File: config.mk
export PLATFORM = sky130hd
export DESIGN_NAME = inst_encoder_loader
export DESIGN_NICKNAME = d
export VERILOG_FILES = /design/src/rtl/inst_encoder_loader.sv
export SDC_FILE = /design/constraint.sdc
export NUM_CORES = 1
export LEC_CHECK = 0
export BUFFER_PORTS_ARGS = -buffer_cell sky130_fd_sc_hd__buf_2
export CAP_MARGIN = 15
export CORE_UTILIZATION = 44
export CTS_CLUSTER_DIAMETER = 80
export DETAILED_ROUTE_END_ITERATION = 10
export PLACE_DENSITY = 0.74
export SETUP_SLACK_MARGIN = 0.02
export SYNTH_ARGS = -nofsm -noshare
export SYNTH_HDL_FRONTEND = slang
export SYNTH_SLANG_ARGS = --single-unit
export TNS_END_PERCENT = 1
File: constraint.sdc
create_clock -name clk -period 1.4 [get_ports clk]
set_input_delay 0.07 -clock clk [delete_from_list [all_inputs] [get_ports clk]]
set_output_delay 0.07 -clock clk [all_outputs]
set_load 0.03 [all_outputs]
File: src/rtl/inst_encoder_loader.sv
// Instruction loader: encodes symbolic requests into MIPS words, writes them
// to consecutive instruction-memory addresses from 0, and keeps the CPU held
// until the program has been fully written.
module inst_encoder_loader #(
  parameter int ADDR_W = 8
) (
  input  logic              clk,
  input  logic              rst,
  input  logic              start,
  input  logic              req_valid,
  output logic              req_ready,
  input  logic [2:0]        req_op,
  input  logic [4:0]        req_rs,
  input  logic [4:0]        req_rt,
  input  logic [4:0]        req_rd,
  input  logic [15:0]       req_imm,
  input  logic              req_last,
  output logic              imem_we,
  output logic [ADDR_W-1:0] imem_addr,
  output logic [31:0]       imem_wdata,
  output logic              cpu_hold,
  output logic              done,
  output logic              err,
  output logic [ADDR_W:0]   count
);

  localparam logic [1:0] ST_IDLE = 2'd0;
  localparam logic [1:0] ST_LOAD = 2'd1;
  localparam logic [1:0] ST_DONE = 2'd2;

  // Memory capacity in words (2**ADDR_W), expressed in the count width.
  localparam logic [ADDR_W:0] DEPTH = {1'b1, {ADDR_W{1'b0}}};
  localparam logic [ADDR_W:0] ONE   = {{ADDR_W{1'b0}}, 1'b1};

  logic [1:0]        state_reg, state_next;
  logic [ADDR_W:0]   count_reg, count_next;
  logic              err_reg, err_next;
  logic              done_reg, done_next;
  logic              hold_reg;
  logic              ready_reg, ready_next;
  logic              we_reg, we_next;
  logic [ADDR_W-1:0] addr_reg, addr_next;
  logic [31:0]       wdata_reg, wdata_next;
  logic [31:0]       enc_word;
  logic              op_legal;
  logic              fire;

  assign req_ready  = ready_reg;
  assign imem_we    = we_reg;
  assign imem_addr  = addr_reg;
  assign imem_wdata = wdata_reg;
  assign cpu_hold   = hold_reg;
  assign done       = done_reg;
  assign err        = err_reg;
  assign count      = count_reg;

  // ready is a register, so the transfer condition never loops back through req_valid.
  assign fire = req_valid && ready_reg;

  // Encode the request; fields an op does not use are dropped (shamt always 0).
  always_comb begin
    enc_word = 32'd0;
    op_legal = 1'b1;
    case (req_op)
      3'd0:    enc_word = {6'h00, req_rs, req_rt, req_rd, 5'd0, 6'h20};
      3'd1:    enc_word = {6'h00, req_rs, req_rt, req_rd, 5'd0, 6'h2A};
      3'd2:    enc_word = {6'h23, req_rs, req_rt, req_imm};
      3'd3:    enc_word = {6'h2B, req_rs, req_rt, req_imm};
      3'd4:    enc_word = {6'h08, req_rs, req_rt, req_imm};
      3'd5:    enc_word = {6'h04, req_rs, req_rt, req_imm};
      default: op_legal = 1'b0;
    endcase
  end

  // Session sequencing: start opens a session, last or a full memory closes it.
  always_comb begin
    state_next = state_reg;
    count_next = count_reg;
    err_next   = err_reg;
    we_next    = 1'b0;
    addr_next  = addr_reg;
    wdata_next = wdata_reg;
    case (state_reg)
      ST_IDLE, ST_DONE: begin
        if (start) begin
          state_next = ST_LOAD;
          count_next = '0;
          err_next   = 1'b0;
        end
      end
      ST_LOAD: begin
        if (fire) begin
          if (op_legal) begin
            we_next    = 1'b1;
            addr_next  = count_reg[ADDR_W-1:0];
            wdata_next = enc_word;
            count_next = count_reg + ONE;
            if (req_last) begin
              state_next = ST_DONE;
            end else if (count_next == DEPTH) begin
              state_next = ST_DONE;
              err_next   = 1'b1;
            end
          end else begin
            err_next = 1'b1;
            if (req_last) begin
              state_next = ST_DONE;
            end
          end
        end
      end
      default: state_next = ST_IDLE;
    endcase
    ready_next = (state_next == ST_LOAD) && (count_next < DEPTH);
    // done trails entry to DONE by one cycle so the last write lands before the CPU runs.
    done_next  = (state_reg == ST_DONE) && (state_next == ST_DONE);
  end

  // State and output registers; reset drops any pending write.
  always_ff @(posedge clk or posedge rst) begin
    if (rst) begin
      state_reg <= ST_IDLE;
      count_reg <= '0;
      err_reg   <= 1'b0;
      done_reg  <= 1'b0;
      hold_reg  <= 1'b1;
      ready_reg <= 1'b0;
      we_reg    <= 1'b0;
      addr_reg  <= '0;
      wdata_reg <= 32'd0;
    end else begin
      state_reg <= state_next;
      count_reg <= count_next;
      err_reg   <= err_next;
      done_reg  <= done_next;
      hold_reg  <= !done_next;
      ready_reg <= ready_next;
      we_reg    <= we_next;
      addr_reg  <= addr_next;
      wdata_reg <= wdata_next;
    end
  end

endmodule
==> metrics.csv <==
metric;value;unit
CP Data Required Time;1.59;ns
# port buffers;91;
Clock Pin Slew Worst Setup and Hold Paths;0.09;ns
die area;5740;µm²
DP Wirelength;3.99;mm
synthesized flop and latch total;53;
EDFF count, synth;0;
top cell type's share of synthesized area;0.543;
Max VDD drop;0.977;mV
Worst Skew;0.00814;ns
Multi-input gate area;1010;µm²
Final Power;6.49;mW
startpoint type of the worst setup path;flop;
CTS H-tree lvls;2;
Vert. Die Dim;75.8;µm
GR Overflow Total;0;
final wirelength;5.57;mm
row cnt;26;
Initial Util;0.463;
max-cap violations;0;
initial antenna violation count;0;
max incr delay on CP;0.44;ns
post-route ant nets;0;
GRT Total Usage;0.205;
via count;2158;
CP max FO;4;
outcome;finished clean;
clk root buf;clkbuf_8;
Die X;75.8;µm
worst hold path type;in2reg;
DRC;0;
Synth Flop Type;dfrtp_1;
Sequential Area;1330;µm²
fillers;442;
Yosys warning count;0;
first drt pass iteration count;4;
largest net degree at the start of global routing;35;
Max Fclk;0.714;GHz
Final Hold Vio Count;0;
sequential share of the synthesized area;0.554;
placed cell areas;3040;µm²
design area;3330;µm²
Max Slew Vio Count;0;
Avg WL per Cell;12.6;µm
Ant. Diodes;0;
Yosys top cell by area;dfrtp_1;
slowest cell on the critical path;dfrtp_2;
Netlist Area Pre-Place;2390;µm²
global-route wire length before repair;8.84;mm
Core Region;5170;µm²
Cell Chain, Critical Path;ha_4, and2_4, xnor2_1, o211ai_2, nand3_2, o21a_1;
Synth async-reset ratio;1.00;
minimum clock period;1.40;ns
RSZ-0062 raised after global routing;true;
max reg flops;29;
clock tree buffer depth;2;
Worst setup EP type;flop;
CP Class;reg2reg;
WP buf/inv;0;
I/O pin cnt;93;
period utilisation layout;1.00;
syn_nets;294;
drt via density;4.86;
Avg Inst Size Synth;9.43;µm²
layout cells sized above 1;0.401;
P per Cell Area;1950;nW/µm²
setup violators final;0;
vias in the first global route;2004;
LEAKAGE;1.75;nW
Clock Latency Late Sink;0.30;ns
Critical Path AT;1.59;ns
starting DRC count in detailed routing;136;
Final Net Count;413;
Cell variety after synth;43;
TritonCTS clock tree;done;
leading post-synthesis cells by cell area;dfrtp_1 54%, nand2_1 14%, o21ai_0 5.0%;
Layout area overhead;39.0;%
clock sink count;53;
total CTS buffers;5;
Top delay family on crit path;flip-flops;
Post-Syn Instances;254;
routability cong.;0.787;
what timing repair did:
item,4_1_cts,5_1_grt
endpoints found under the setup margin,3,29
endpoints found under the hold margin,64,0
hold buffers,13,0
pin swaps,0,5
resized for setup,0,18
setup buffers,2,1
layer usage:
layer | vias to the layer above | global-route usage | wire length, µm
li1 | 1075 | - | -
met1 | 1008 | 0.257 | 2360
met2 | 67 | 0.355 | 2880
met3 | 8 | 0.0357 | 246
met4 | 0 | 0.0720 | 90
met5 | - | 0 | 0
worst paths after layout:
kind / start / end / depth (start not counted) / slack [ns]
max: count[0]$_DFFE_PP0P_ / req_ready$_DFF_PP0_ / 6 / 0.0003
min: req_imm[8] / imem_wdata[8]$_DFFE_PP0P_ / 3 / 0.003
max reg2reg: count[0]$_DFFE_PP0P_ / req_ready$_DFF_PP0_ / 6 / 0.0003
min reg2reg: imem_wdata[25]$_DFFE_PP0P_ / imem_wdata[25]$_DFFE_PP0P_ / 2 / 0.48
max in group asynchronous: rst / count[0]$_DFFE_PP0P_ / 4 / 0.79
min in group asynchronous: rst / imem_wdata[11]$_DFFE_PP0P_ / 4 / 0.36
layout by cell type, fill, tap and decap left out, drive strengths merged, types with 2 or more instances in the layout:
cell type / synthesis / routed
inv: 3 / 2
and2: 2 / 2
nand2: 89 / 89
mux2i: 8 / 8
xor2: 3 / 3
xnor2: 2 / 2
clkbuf: 2 / 7
nor2: 15 / 15
nand4: 2 / 2
buf: 14 / 115
a31oi: 4 / 4
o21ai: 29 / 29
nand3: 7 / 7
nand4b: 2 / 2
a21oi: 2 / 2
nand2b: 2 / 2
dfrtp: 52 / 52
dlygate4sd3: 0 / 13
nor3: 2 / 2
tightest hold or removal path: cells and delay by family:
kind	cells	cell delay [ns]
simple gates	1	0.04
buf+inv	1	0.09
compound gates	1	0.06
logic make-up (layout without fill, tap and decap cells):
kind of cell             count (synthesis)  after routing  share of synthesized area
adder cells (fa/ha/maj)                  1              1                    0.00522
XOR/XNOR                                 5              5                     0.0183
multiplexers                             8              8                     0.0334
buffers and inverters                   19            139                     0.0491
flip-flops                              53             53                      0.554
AO/OA/AOI/OAI                           40             40                     0.0956
other                                    1              1                    0.00157
AND/OR/NAND/NOR                        127            127                      0.242
report_power, final:
part | internal (mW) | total (mW) | switching [mW] | leakage, nW
logic | 1.08 | 3.31 | 2.23 | 1.04
clock network | 0.352 | 0.813 | 0.461 | 0.0422
registers | 2.07 | 2.37 | 0.300 | 0.671
layout make-up:
class,instances,area share
sequential,53,0.401
multi-input combinational,182,0.304
timing repair buffer,128,0.240
tap,70,0.0263
clock buffer,7,0.0229
inverter,3,0.00526
clock inverter,1,0.00150
per-stage QoR:
step / hold slack, ns / setup slack (ns) / setup TNS (ns) / utilization / cells
after floorplan: 0.131 / -0.0665 / -0.339 / - / 254
after global placement: 0.130 / 0.0441 / 0 / 0.587 / 420
after detailed placement: 0.132 / -0.00121 / -0.00121 / 0.587 / 420
after CTS: 0.00153 / 0.00123 / 0 / 0.631 / 443
after global routing: 0.00905 / -0.0615 / -0.185 / 0.644 / 444
final: 0.00309 / 0.000344 / 0 / 0.644 / 444
Yosys cell counts (2+ instances only):
library cell  number
o21ai_1            4
and2_4             2
nand3_1            5
o21ai_0           24
mux2i_1            8
xor2_1             3
a31oi_1            4
buf_2              4
xnor2_1            2
inv_1              2
nor2_1            14
nand2_1           87
clkbuf_1           2
dfrtp_1           52
nand3_2            2
nand4b_1           2
a21oi_1            2
buf_4              9
nand2b_1           2
No activity file was read; power rests on OpenSTA's default activity.
